$ cat config.mk
export PLATFORM = sky130hd
export DESIGN_NAME = current_loop_scheduler
export DESIGN_NICKNAME = d
export VERILOG_FILES = /design/src/rtl/current_loop_scheduler.sv
export SDC_FILE = /design/constraint.sdc
export NUM_CORES = 1
export LEC_CHECK = 0
export BUFFER_PORTS_ARGS = -buffer_cell sky130_fd_sc_hd__buf_2
export CAP_MARGIN = 20
export CORE_MARGIN = 2
export CORE_UTILIZATION = 48
export CTS_BUF_LIST = sky130_fd_sc_hd__clkbuf_8 sky130_fd_sc_hd__clkbuf_16
export CTS_CLUSTER_DIAMETER = 50
export DETAILED_ROUTE_END_ITERATION = 10
export PLACE_DENSITY = 0.77
export REMOVE_ABC_BUFFERS = 1
export SYNTH_ARGS = -nofsm -noshare
export SYNTH_HDL_FRONTEND = slang
export SYNTH_SLANG_ARGS = --single-unit
$ cat constraint.sdc
create_clock -name sys_clk -period 1.9 [get_ports sys_clk]
set_input_delay 0.285 -clock sys_clk [delete_from_list [all_inputs] [get_ports sys_clk]]
set_output_delay 0.285 -clock sys_clk [all_outputs]
set_load 0.1 [all_outputs]
$ cat src/rtl/current_loop_scheduler.sv
// Once-per-PWM-period sequencer for the FOC current loop: ADC sample -> start pulse -> done,
// then latches U_alpha/U_beta, decimates a speed-loop trigger and traps overruns in a sticky fault.
//   state       | meaning
//   S_IDLE      | waiting for the period tick
//   S_WAIT_ADC  | tick seen, waiting for the phase-current sample
//   S_START     | one-cycle start pulse to the current loop
//   S_WAIT_DONE | current loop running, timeout counter advancing
//   S_LATCH     | new voltages presented, speed divider advanced
//   S_FAULT     | overrun/timeout, voltages zeroed until fault_clear_in
module current_loop_scheduler #(
    parameter int DATA_WIDTH     = 16,
    parameter int PERIOD_CYCLES  = 5000,
    parameter int TIMEOUT_CYCLES = 400,
    parameter int SPEED_DIV      = 10
) (
    input  logic                         sys_clk,
    input  logic                         reset_n,
    input  logic                         loop_enable_in,
    input  logic                         adc_sample_valid_in,
    output logic                         current_loop_enable_out,
    input  logic                         current_loop_done_in,
    input  logic signed [DATA_WIDTH-1:0] voltage_alpha_in,
    input  logic signed [DATA_WIDTH-1:0] voltage_beta_in,
    output logic signed [DATA_WIDTH-1:0] voltage_alpha_out,
    output logic signed [DATA_WIDTH-1:0] voltage_beta_out,
    output logic                         voltage_valid_out,
    output logic                         speed_loop_enable_out,
    output logic                         overrun_fault_out,
    input  logic                         fault_clear_in,
    output logic                         busy_out
);

    localparam int PW = (PERIOD_CYCLES > 2) ? $clog2(PERIOD_CYCLES) : 1;
    localparam int TW = $clog2(TIMEOUT_CYCLES + 1);
    localparam int SW = $clog2(SPEED_DIV + 1);
    localparam logic [PW-1:0] PERIOD_LAST = PW'(PERIOD_CYCLES - 1);
    localparam logic [TW-1:0] TMO_LAST    = TW'(TIMEOUT_CYCLES - 1);
    localparam logic [SW-1:0] SPEED_LAST  = SW'(SPEED_DIV - 1);

    typedef enum logic [2:0] {
        S_IDLE,
        S_WAIT_ADC,
        S_START,
        S_WAIT_DONE,
        S_LATCH,
        S_FAULT
    } state_t;

    state_t state, state_nxt;

    logic [PW-1:0] period_cnt;
    logic [TW-1:0] tmo_cnt;
    logic [SW-1:0] speed_cnt;
    logic signed [DATA_WIDTH-1:0] alpha_q, beta_q;
    logic tick, tmo_hit, latch_en, fault_entry;

    assign tick        = loop_enable_in && (period_cnt == PERIOD_LAST);
    assign tmo_hit     = (tmo_cnt == TMO_LAST);
    assign latch_en    = (state == S_WAIT_DONE) && current_loop_done_in && loop_enable_in;
    assign fault_entry = (state_nxt == S_FAULT) && (state != S_FAULT);

    always_ff @(posedge sys_clk or negedge reset_n) begin
        if (!reset_n) begin
            period_cnt <= '0;
        end else if (!loop_enable_in || tick) begin
            period_cnt <= '0;
        end else begin
            period_cnt <= period_cnt + 1'b1;
        end
    end

    // tmo_cnt holds k-1 in the k-th WAIT_DONE cycle, so the hit fires after TIMEOUT_CYCLES cycles
    always_ff @(posedge sys_clk or negedge reset_n) begin
        if (!reset_n) begin
            tmo_cnt <= '0;
        end else if (state == S_START) begin
            tmo_cnt <= '0;
        end else if (state == S_WAIT_DONE) begin
            tmo_cnt <= tmo_cnt + 1'b1;
        end
    end

    always_ff @(posedge sys_clk or negedge reset_n) begin
        if (!reset_n) begin
            speed_cnt <= '0;
        end else if (state == S_LATCH) begin
            speed_cnt <= (speed_cnt == SPEED_LAST) ? '0 : speed_cnt + 1'b1;
        end
    end

    // Zeroing the latch on fault entry keeps the SVPWM stage at zero voltage until a fresh run
    always_ff @(posedge sys_clk or negedge reset_n) begin
        if (!reset_n) begin
            alpha_q <= '0;
            beta_q  <= '0;
        end else if (fault_entry) begin
            alpha_q <= '0;
            beta_q  <= '0;
        end else if (latch_en) begin
            alpha_q <= voltage_alpha_in;
            beta_q  <= voltage_beta_in;
        end
    end

    always_ff @(posedge sys_clk or negedge reset_n) begin
        if (!reset_n) begin
            state <= S_IDLE;
        end else begin
            state <= state_nxt;
        end
    end

    always_comb begin
        state_nxt = state;
        if (!loop_enable_in && (state != S_FAULT)) begin
            state_nxt = S_IDLE;
        end else begin
            case (state)
                S_IDLE:      if (tick) state_nxt = S_WAIT_ADC;
                S_WAIT_ADC: begin
                    if (tick)                     state_nxt = S_FAULT;
                    else if (adc_sample_valid_in) state_nxt = S_START;
                end
                S_START:     state_nxt = tick ? S_FAULT : S_WAIT_DONE;
                S_WAIT_DONE: begin
                    if (current_loop_done_in)  state_nxt = S_LATCH;
                    else if (tick || tmo_hit)  state_nxt = S_FAULT;
                end
                S_LATCH:     state_nxt = tick ? S_WAIT_ADC : S_IDLE;
                S_FAULT:     if (fault_clear_in) state_nxt = S_IDLE;
                default:     state_nxt = S_IDLE;
            endcase
        end
    end

    always_comb begin
        current_loop_enable_out = (state == S_START);
        voltage_valid_out       = (state == S_LATCH);
        speed_loop_enable_out   = (state == S_LATCH) && (speed_cnt == SPEED_LAST);
        overrun_fault_out       = (state == S_FAULT);
        busy_out                = (state == S_WAIT_ADC) || (state == S_START) || (state == S_WAIT_DONE);
        voltage_alpha_out       = alpha_q;
        voltage_beta_out        = beta_q;
    end

endmodule
==> summary.txt, run 1 <==
First-pass DRT Iterations: 4
CP most frequent cell: a21oi_2
CP max-delay cell: nor4_4
Seq cells post-synth: 61
Setup ws final: -0.0196 ns
Routed vias: 2427
Die ar.: 6730 µm²
Insertion delay to the later sink of the worst-skew pair: 0.34 ns
Max cap viols: 0
Final hold vios: 0
Post-DP HPWL: 4370 µm
Primary FF master, synth: dfrtp_1
Sequential cell area: 1530 µm²
Area of the multi-input gates: 1330 µm²
CP bufs+invs: 2
Critical Path Max Stage Delay: 0.48 ns
Worst EP arrival: 2.13 ns
RSZ-0062 raised after global routing: true
Cell leakage power: 0.00185 µW
Top-count cell post-synth: dfrtp_1
Pwr Density: 746 nW/µm²
H-tree depth: 3
CTS Sinks: 61
Switching Share: 23.1%
Vias in the first global route: 2066
Critical path peak fanout: 16
FP Rows: 28
Critical-path cell list: nand4b_1 -> nor4_4 -> a21oi_2 -> a21oi_2 -> buf_6 -> buf_12 -> a21oi_1
Reg power frac: 45.6%
Overflow left after global routing: 0
Share of the synthesized area in the top cell type: 52.2%
Setup TNS: -0.120 ns
Final ANT Viol Nets: 0
Clk buf depth: 2
Die span in y: 82.1 µm
Nets: 412
Clock power share: 47.1%
IO Port Bufs: 74
Core footprint: 5920 µm²
Setup Crit Path Kind: reg -> reg
Post-route DRC: 0
Total CTS buffers: 9
HP Class: in -> reg
Synth cell count leaders: dfrtp_1, a21oi_1, mux2i_1
Worst hold slack: 0.217 ns
Tot Pwr: 2920 µW
Ports: 75
Final setup violation count: 19
Top delay family on crit path: simple AND/OR/NAND/NOR gates
Clock slew at reported path FFs: 0.07 ns
Slew headroom: 67.4%
Worst-margin pin slew: 0.485 ns
Final WL: 6620 µm
CTS tree: yes
Largest net degree at the start of global routing: 62
Post-synthesis sequential area ratio: 52.2%
Initial antenna violation count: 0
First-pass GRT wire length: 9580 µm
Area leader, netlist: dfrtp_1
Mapped Cells: 276
Routability cong.: 0.804
Outcome: finished, violations left
Warning count from the yosys run: 0
Share of layout cells above drive strength 1: 35.8%
Initial Util: 49.4%
Syn_area_per_cell: 10.6 µm²
Cell variety after synth: 42
Fmax: 521 MHz
Switch Pwr: 675 µW
Root Buffer: clkbuf_8
Vias per cell: 5.37
Req. time, crit path: 2.11 ns
GRT Total Usage: 19.2%
Critical Path Sink Type: flip-flop
Avg WL per Cell: 14.6 µm
Min Tclk post-route: 1.92 ns
Asr flop ratio synth: 100%
Part of the power in combinational logic: 7.3%
Max-slew violations: 0
Chip Width: 82.1 µm
Diode count: 0
# fillers: 430
Crit start category: flip-flop
Synth top area cells: dfrtp_1, mux2i_1, a21oi_1
Post-synth EDFFs: 0
VDD IR-drop max: 0.000572 V
Clock Skews: 0.00781 ns
Synth Cell Area: 2930 µm²
Pint: 2240 µW
Failing checks: negative setup slack
Syn-to-layout area delta: 33.8%
Crit share post-route: 101%
Iteration-0 DRC count of the detailed router: 126
==> what timing repair did <==
action | 4_1_cts | 5_1_grt
hold buffers | 1 | 0
setup buffers | 0 | 3
resized for setup | 3 | 12
gates cloned | 0 | 2
setup endpoints to repair | 8 | 35
endpoints found under the hold margin | 61 | 0
pin swaps | 1 | 1
==> through the flow <==
step                std cells  cell area, µm²  utilization (%)  setup slack, ns
floorplan                 260            2820                -            -3.79
global placement          430            3550             59.9           0.0817
CTS                       447            3810             64.3           0.0126
global route              452            3920             66.1           -0.101
detailed placement        430            3550             59.9         -0.00276
finish                    452            3920             66.1          -0.0196
==> worst reg2reg max path: cells and delay by family, from the launching register on <==
kind	cells	cell delay, ns
and+or+nand+nor	2	0.73
buffers and inverters	2	0.29
AOI/OAI and AO/OA	3	0.37
DFF	1	0.41
==> kinds of logic (layout without fill, tap and decap cells) <==
| kind of cell | count (synthesis) | in the layout | synth area share (%) |
|---|---|---|---|
| AO/OA/AOI/OAI | 68 | 68 | 13.3 |
| XOR/XNOR | 14 | 14 | 4.19 |
| adder cells (fa/ha/maj) | 2 | 2 | 0.855 |
| buffers and inverters | 20 | 121 | 4.28 |
| flip-flops | 61 | 61 | 52.2 |
| multiplexers | 32 | 32 | 10.9 |
| AND/OR/NAND/NOR | 79 | 79 | 14.3 |
==> power groups by stage <==
stage               clock network (µW)  registers [µW]  logic, µW
floorplan                            0            1440       28.6
global placement                     0            1350        210
detailed placement                   0            1360        213
CTS                               1400            1330        216
global route                      1470            1330        231
finish                            1370            1330        214
==> path summary, 6_finish.rpt <==
path / start / end / slack [ns] / cells past startpoint
setup / recovery: period_cnt[10]$_DFF_PN0_ / voltage_alpha_out[11]$_DFFE_PN0P_ / -0.02 / 7
hold / removal: voltage_alpha_in[14] / voltage_alpha_out[14]$_DFFE_PN0P_ / 0.22 / 3
setup reg to reg: period_cnt[10]$_DFF_PN0_ / voltage_alpha_out[11]$_DFFE_PN0P_ / -0.02 / 7
hold reg to reg: speed_cnt[0]$_DFFE_PN0P_ / speed_cnt[0]$_DFFE_PN0P_ / 0.50 / 1
max in group asynchronous: reset_n / state[0]$_DFF_PN0_ / 1.15 / 3
min in group asynchronous: reset_n / tmo_cnt[5]$_DFFE_PN0P_ / 0.48 / 3
==> routing by layer <==
metal / global-route usage (%) / vias to the layer above / wire (µm)
li1: - / 1166 / -
met1: 24.5 / 1183 / 2900
met2: 29.8 / 71 / 3290
met3: 5.93 / 7 / 339
met4: 9.17 / 0 / 91
met5: 0 / - / 0
==> final cells by class <==
cell class,instances,area share [%]
sequential,61,39.1
multi-input combinational,195,33.9
timing repair buffer,101,18.2
clock buffer,9,3.16
clock inverter,7,2.91
tap,75,2.40
inverter,4,0.384
==> state kept, by name (all words and copies together), names as in the netlist <==
| signal | cells |
|---|---|
| voltage_beta_out | 16 |
| tmo_cnt | 9 |
| state | 3 |
| voltage_alpha_out | 16 |
| period_cnt | 13 |
| speed_cnt | 4 |
==> placed cells by master (no fill, tap or decap), drive strengths merged, types with 2 or more instances in the layout <==
cell / n
nand4: 2
buf: 99
xnor2: 6
nor3: 4
xor2: 8
inv: 3
nand4b: 2
ha: 2
dfrtp: 61
nand2: 18
nor4: 2
o21ai: 16
nor2: 24
nand2b: 2
clkinv: 5
bufinv: 3
mux2i: 32
a21o: 2
nand4bb: 3
clkbuf: 10
a21oi: 41
o31ai: 3
and3: 5
and2: 4
nand3: 7
No activity file was read; power rests on OpenSTA's default activity.
==> inputs of run 2 (changes only) <==
--- a/config.mk
+++ b/config.mk
@@ -13,7 +13,6 @@
 export CTS_CLUSTER_DIAMETER = 50
 export DETAILED_ROUTE_END_ITERATION = 10
 export PLACE_DENSITY = 0.77
-export REMOVE_ABC_BUFFERS = 1
 export SYNTH_ARGS = -nofsm -noshare
 export SYNTH_HDL_FRONTEND = slang
 export SYNTH_SLANG_ARGS = --single-unit
==> constraint.sdc (replaced) <==
create_clock -name sys_clk -period 1.9 [get_ports sys_clk]
set_input_delay 0.285 -clock sys_clk [delete_from_list [all_inputs] [get_ports sys_clk]]
set_output_delay 0.285 -clock sys_clk [all_outputs]
set_load 0.005 [all_outputs]
==> run 2 against run 1 <==
  * The run now ends clean
  * Global-route usage down 0.19 points
  * Power shrank 9.7%
  * Sequential power about the same
  * Flip-flop and latch count unchanged
  * Non-clock buffer count grew 3
  * First-iteration DRC count shrank 21%
  * Register-to-register slack gained 0.08 ns
  * Clock skew shrank 0.00052 ns
  * Worst setup slack better by 0.083 ns
  * Final area is 3.0% lower
  * Critical path type unchanged
  * Largest cell class unchanged
  * Largest power group is now registers
  * Highest routed layer unchanged
==> summary.txt, run 2 (synthesized netlist as in run 1, its figures left out) <==
Outcome: finished, final reports clean (was finished, violations left)
FP Rows: 28 (unchanged)
Worst R2R Path Depth: 6 (was 7)
Register-to-register setup slack: 0.06 ns (was -0.02 ns)
Final setup violation count: 0 (was 19)
Clk buf depth: 2 (unchanged)
Vias per cell: 5.16 (was 5.37)
Final hold vios: 0 (unchanged)
Most common cell after layout, fill and taps aside: buf_2 (unchanged)
Initial Util: 49.4% (unchanged)
Clock power share: 44.6% (was 47.1%)
Core footprint: 5920 µm² (unchanged)
CTS tree: yes (unchanged)
Setup Crit Path Kind: reg -> reg (unchanged)
Nets: 415 (was 412)
Die ar.: 6730 µm² (unchanged)
Setup ws final: 0.0631 ns (was -0.0196 ns)
Insertion delay to the later sink of the worst-skew pair: 0.32 ns (was 0.34 ns)
Max cap viols: 0 (unchanged)
Pint: 2090 µW (was 2240 µW)
Largest net degree at the start of global routing: 62 (unchanged)
Initial antenna violation count: 0 (unchanged)
Share of layout cells above drive strength 1: 33.7% (was 35.8%)
Routability cong.: 0.803 (was 0.804)
Die span in y: 82.1 µm (unchanged)
Max-slew violations: 0 (unchanged)
Cell leakage power: 0.00184 µW (was 0.00185 µW)
HP Class: in -> reg (unchanged)
Dpl cells: 434 (was 430)
Min Tclk post-route: 1.84 ns (was 1.92 ns)
Final ANT Viol Nets: 0 (unchanged)
Worst reg2reg path startpoint: period_cnt[10]$_DFF_PN0_ (unchanged)
Root Buffer: clkbuf_8 (unchanged)
RR Endpoint: voltage_beta_out[3]$_DFFE_PN0P_ (was voltage_alpha_out[11]$_DFFE_PN0P_)
Commonest non-fill, non-tap cells in the layout: buf_2, dfrtp_1, a21oi_1 (unchanged)
Fmax: 544 MHz (was 521 MHz)
Hold Crit Endpoint: voltage_beta_out[13]$_DFFE_PN0P_ (was voltage_alpha_out[14]$_DFFE_PN0P_)
Critical Path Sink Type: flip-flop (unchanged)
Slew headroom: 71.7% (was 67.4%)
Finished Layout Cells: 455 (was 452)
Routed vias: 2348 (was 2427)
Worst EP arrival: 2.04 ns (was 2.13 ns)
Clock Skews: 0.00728 ns (was 0.00781 ns)
CTS Sinks: 61 (unchanged)
Overflow left after global routing: 0 (unchanged)
Final WL: 5970 µm (was 6620 µm)
Switch Pwr: 547 µW (was 675 µW)
Crit start category: flip-flop (unchanged)
Crit share post-route: 96.7% (was 101%)
Part of the power in combinational logic: 4.9% (was 7.3%)
First-pass GRT wire length: 9630 µm (was 9580 µm)
Critical path peak fanout: 24 (was 16)
Req. time, crit path: 2.10 ns (was 2.11 ns)
# fillers: 464 (was 430)
Post-Syn Nets: 316
Iteration-0 DRC count of the detailed router: 100 (was 126)
Avg WL per Cell: 13.1 µm (was 14.6 µm)
H-tree depth: 3 (unchanged)
Switching Share: 20.8% (was 23.1%)
Reg power frac: 50.4% (was 45.6%)
Total CTS buffers: 9 (unchanged)
Dpl ws: 0.0290 ns (was -0.00276 ns)
Vias in the first global route: 2139 (was 2066)
First-pass DRT Iterations: 4 (unchanged)
Post-route DRC: 0 (unchanged)
GRT Total Usage: 19.0% (was 19.2%)
Syn-to-layout area delta: 29.9% (was 33.8%)
Hold path start: voltage_beta_in[13] (was voltage_alpha_in[14])
IO Port Bufs: 74 (unchanged)
Chip Width: 82.1 µm (unchanged)
VDD IR-drop max: 0.000376 V (was 0.000572 V)
Worst Hold Depth: 3 (unchanged)
Worst-margin pin slew: 0.421 ns (was 0.485 ns)
Post-DP HPWL: 4230 µm (was 4370 µm)
Clock slew at reported path FFs: 0.07 ns (about the same)
Diode count: 0 (unchanged)
Pwr Density: 694 nW/µm² (was 746 nW/µm²)
RSZ-0062 raised after global routing: true (unchanged)
Ports: 75 (unchanged)
-- run 2: changes by cell type in the layout (fill, tap and decap cells not counted), moves of 3 or more --
cell	before	now
buf_4	19	24
buf_12	8	4
buf_2	70	74
clkbuf_8	9	12
dfrtp_1	58	61
dfrtp_2	3	0
-- run 2: power groups by stage --
stage	clock network [µW]	registers [µW]	logic, µW
3_3_place_gp	0	1350	128
5_1_grt	1280	1330	151
4_1_cts	1210	1330	134
2_1_floorplan	0	1360	29.1
6_report	1180	1330	130
3_5_place_dp	0	1350	131
-- run 2: worst max-delay path by stage --
stage,cells after the start,start,to
final,6,period_cnt[10]$_DFF_PN0_,voltage_beta_out[3]$_DFFE_PN0P_
after global routing,6,period_cnt[10]$_DFF_PN0_,voltage_alpha_out[0]$_DFFE_PN0P_
after CTS,6,state[0]$_DFF_PN0_,speed_loop_enable_out
after detailed placement,7,period_cnt[1]$_DFF_PN0_,voltage_alpha_out[0]$_DFFE_PN0P_
after global placement,7,tmo_cnt[1]$_DFFE_PN0P_,voltage_alpha_out[13]$_DFFE_PN0P_
after floorplan,7,period_cnt[0]$_DFF_PN0_,voltage_alpha_out[0]$_DFFE_PN0P_
-- run 2: critical path: stages (launching register included) --
cell      delay [ns]
dfrtp_1         0.41
nand4b_1        0.25
nor4_4          0.39
o21ai_1         0.17
a21oi_4         0.22
buf_12          0.19
a21oi_1         0.08
-- run 2: layout make-up --
| type | count | area, µm² | area share [%] |
|---|---|---|---|
| inverter | 4 | 15.0 | 0.395 |
| sequential | 61 | 1530 | 40.2 |
| clock buffer | 12 | 165 | 4.35 |
| timing repair buffer | 104 | 652 | 17.2 |
| multi-input combinational | 195 | 1300 | 34.2 |
| tap | 75 | 93.8 | 2.47 |
| clock inverter | 4 | 46.3 | 1.22 |
-- run 2: through the flow --
stage / total power (µW) / area, µm² / utilization [%] / setup TNS [ns] / hold WS (ns)
after floorplan: 1380 / 2930 / - / 0 / -0.0106
after global placement: 1480 / 3520 / 59.4 / 0 / 0.310
after detailed placement: 1480 / 3520 / 59.4 / 0 / 0.312
after CTS: 2670 / 3760 / 63.6 / 0 / 0.225
after global routing: 2760 / 3800 / 64.2 / -1.48 / 0.228
final: 2640 / 3800 / 64.2 / 0 / 0.234
-- run 2: routing by layer --
metal | global-route usage [%] | vias up | routed length (µm)
met5 | 0 | - | 0
met4 | 7.50 | 0 | 52
met3 | 3.96 | 6 | 304
met2 | 30.4 | 61 | 2860
met1 | 25.4 | 1110 | 2750
li1 | - | 1171 | -
-- run 2: what timing repair did --
action / CTS / global route
pin swaps: 0 / 3
endpoints found under the setup margin: 1 / 33
buffers inserted: 2 / 2
hold endpoints to repair: 61 / 0
hold buffers: 1 / 0
resized for setup: 2 / 4
==> inputs of run 3 (changes only) <==
--- a/config.mk
+++ b/config.mk
@@ -13,6 +13,8 @@
 export CTS_CLUSTER_DIAMETER = 50
 export DETAILED_ROUTE_END_ITERATION = 10
 export PLACE_DENSITY = 0.77
+export REMOVE_ABC_BUFFERS = 1
+export SLEW_MARGIN = 10
 export SYNTH_ARGS = -nofsm -noshare
 export SYNTH_HDL_FRONTEND = slang
 export SYNTH_SLANG_ARGS = --single-unit
==> run 3 against run 2 <==
  * Combinational power hardly changed
  * First-iteration DRC count is 2.0% higher
  * Power is 8.1% higher
  * Largest cell class unchanged
  * Final area is 1.8% higher
  * Critical endpoint is now voltage_alpha_out[11]$_DFFE_PN0P_
  * Highest routed layer unchanged
  * Largest power group is now clock
==> summary.txt, run 3 (synthesized netlist as in run 1, its figures left out) <==
Critical Path Sink Type: flip-flop (unchanged)
Max-slew violations: 0 (unchanged)
Core footprint: 5920 µm² (unchanged)
Vias per cell: 5.32 (was 5.16)
Iteration-0 DRC count of the detailed router: 102 (was 100)
Crit share post-route: 96.9% (was 96.7%)
FP Rows: 28 (unchanged)
VDD IR-drop max: 0.000400 V (was 0.000376 V)
Nets: 412 (was 415)
Most common cell after layout, fill and taps aside: buf_2 (unchanged)
CTS Sinks: 61 (unchanged)
Max cap viols: 0 (unchanged)
Chip Width: 82.1 µm (unchanged)
Insertion delay to the later sink of the worst-skew pair: 0.33 ns (was 0.32 ns)
Worst reg2reg path startpoint: period_cnt[10]$_DFF_PN0_ (unchanged)
Final instance area: 3870 µm² (was 3800 µm²)
HP Class: in -> reg (unchanged)
Ports: 75 (unchanged)
Pwr Density: 737 nW/µm² (was 694 nW/µm²)
Worst Hold Depth: 3 (unchanged)
First-pass GRT wire length: 9540 µm (was 9630 µm)
Setup Crit Path Kind: reg -> reg (unchanged)
Initial antenna violation count: 0 (unchanged)
Syn-to-layout area delta: 32.2% (was 29.9%)
Overflow left after global routing: 0 (unchanged)
Final WL: 6600 µm (was 5970 µm)
Die span in y: 82.1 µm (unchanged)
GRT Total Usage: 18.8% (was 19.0%)
Initial Util: 49.4% (unchanged)
Vias in the first global route: 2125 (was 2139)
Outcome: finished, final reports clean (unchanged)
Clock slew at reported path FFs: 0.06 ns (was 0.07 ns)
IO Port Bufs: 74 (unchanged)
Clock Skews: 0.00932 ns (was 0.00728 ns)
Clk buf depth: 2 (unchanged)
Min Tclk post-route: 1.84 ns (about the same)
Slew headroom: 63.1% (was 71.7%)
Share of layout cells above drive strength 1: 35.5% (was 33.7%)
Avg WL per Cell: 14.6 µm (was 13.1 µm)
Register-to-register setup slack: 0.06 ns (about the same)
Post-route DRC: 0 (unchanged)
Final core occ: 65.3% (was 64.2%)
Fmax: 543 MHz (was 544 MHz)
Worst setup endpoint: voltage_alpha_out[11]$_DFFE_PN0P_ (was voltage_beta_out[3]$_DFFE_PN0P_)
First-pass DRT Iterations: 4 (unchanged)
Sequential cell area: 1530 µm² (about the same)
Crit start category: flip-flop (unchanged)
Total CTS buffers: 9 (unchanged)
Req. time, crit path: 2.11 ns (was 2.10 ns)
Root Buffer: clkbuf_8 (unchanged)
Diode count: 0 (unchanged)
Final hold vios: 0 (unchanged)
Die ar.: 6730 µm² (unchanged)
Worst R2R Path Depth: 8 (was 6)
Routed vias: 2405 (was 2348)
Worst-margin pin slew: 0.554 ns (was 0.421 ns)
RR Endpoint: voltage_alpha_out[11]$_DFFE_PN0P_ (was voltage_beta_out[3]$_DFFE_PN0P_)
H-tree depth: 3 (unchanged)
CTS tree: yes (unchanged)
Post-DP Area: 3470 µm² (was 3520 µm²)
Commonest non-fill, non-tap cells in the layout: buf_2, dfrtp_1, a21oi_1 (unchanged)
Largest net degree at the start of global routing: 39 (was 62)
Crit path from: period_cnt[10]$_DFF_PN0_ (unchanged)
Final setup violation count: 0 (unchanged)
Cell leakage power: 0.00184 µW (about the same)
# fillers: 444 (was 464)
Routability cong.: 0.789 (was 0.803)
Area of the multi-input gates: 1340 µm² (was 1300 µm²)
Final ANT Viol Nets: 0 (unchanged)
Post-DP HPWL: 4310 µm (was 4230 µm)
Critical path peak fanout: 16 (was 24)
Worst EP arrival: 2.05 ns (was 2.04 ns)
[run 3: changes by cell type in the layout (fill, tap and decap cells not counted), sizes merged]
cell,change
buf,-4
bufinv,+2
clkbuf,-1
clkinvlp,-1
inv,+1
[run 3: how the worst min path moves through the flow]
stage | from | endpoint | slack [ns]
6_report | voltage_alpha_in[13] | voltage_alpha_out[13]$_DFFE_PN0P_ | 0.23
5_1_grt | voltage_beta_in[1] | voltage_beta_out[1]$_DFFE_PN0P_ | 0.24
4_1_cts | voltage_beta_in[7] | voltage_beta_out[7]$_DFFE_PN0P_ | 0.23
3_5_place_dp | reset_n | tmo_cnt[5]$_DFFE_PN0P_ | 0.30
3_3_place_gp | reset_n | tmo_cnt[5]$_DFFE_PN0P_ | 0.30
2_1_floorplan | reset_n | period_cnt[0]$_DFF_PN0_ | -0.01
[run 3: final cells by class]
type | count | area share (%)
clock inverter | 6 | 2.65
sequential | 61 | 39.6
inverter | 4 | 0.388
multi-input combinational | 195 | 34.8
tap | 75 | 2.43
clock buffer | 10 | 3.56
timing repair buffer | 101 | 16.6
[run 3: per-layer routing]
layer	routed length, µm	GRT usage, %	vias to the layer above
li1	-	-	1167
met4	70	6.50	0
met2	3250	30.1	69
met3	304	4.18	6
met1	2980	25.1	1163
met5	0	0	-
[run 3: where the power goes]
part	switching [µW]	total [µW]	internal, µW	leakage, µW
clock network	493	1390	896	0.000129
logic	67.2	130	62.7	0.000874
registers	13.2	1330	1320	0.000842
[run 3: repair_timing]
item	4_1_cts	5_1_grt
endpoints found under the hold margin	23	0
resized for setup	2	13
buffers inserted	0	6
hold buffers	1	0
pin swaps	1	2
endpoints found under the setup margin	33	33
gates cloned	0	1
[run 3: critical path, stage by stage (launching register included)]
cell,delay (ns)
dfrtp_1,0.39
nand4b_1,0.24
nor4_4,0.27
buf_4,0.18
o21ai_1,0.09
a21oi_2,0.15
buf_4,0.15
clkbuf_16,0.17
a21oi_1,0.08
[run 3: stage by stage]
stage	setup TNS, ns	total power, µW	std cells	setup WS, ns	hold WS (ns)
floorplan	-22.09	1380	260	-0.689	-0.0106
global placement	0	1480	428	0.0748	0.298
detailed placement	-1.66	1480	428	-0.0695	0.304
CTS	0	2870	445	0.00863	0.226
global route	-0.502	2970	452	-0.0597	0.243
finish	0	2850	452	0.0592	0.230
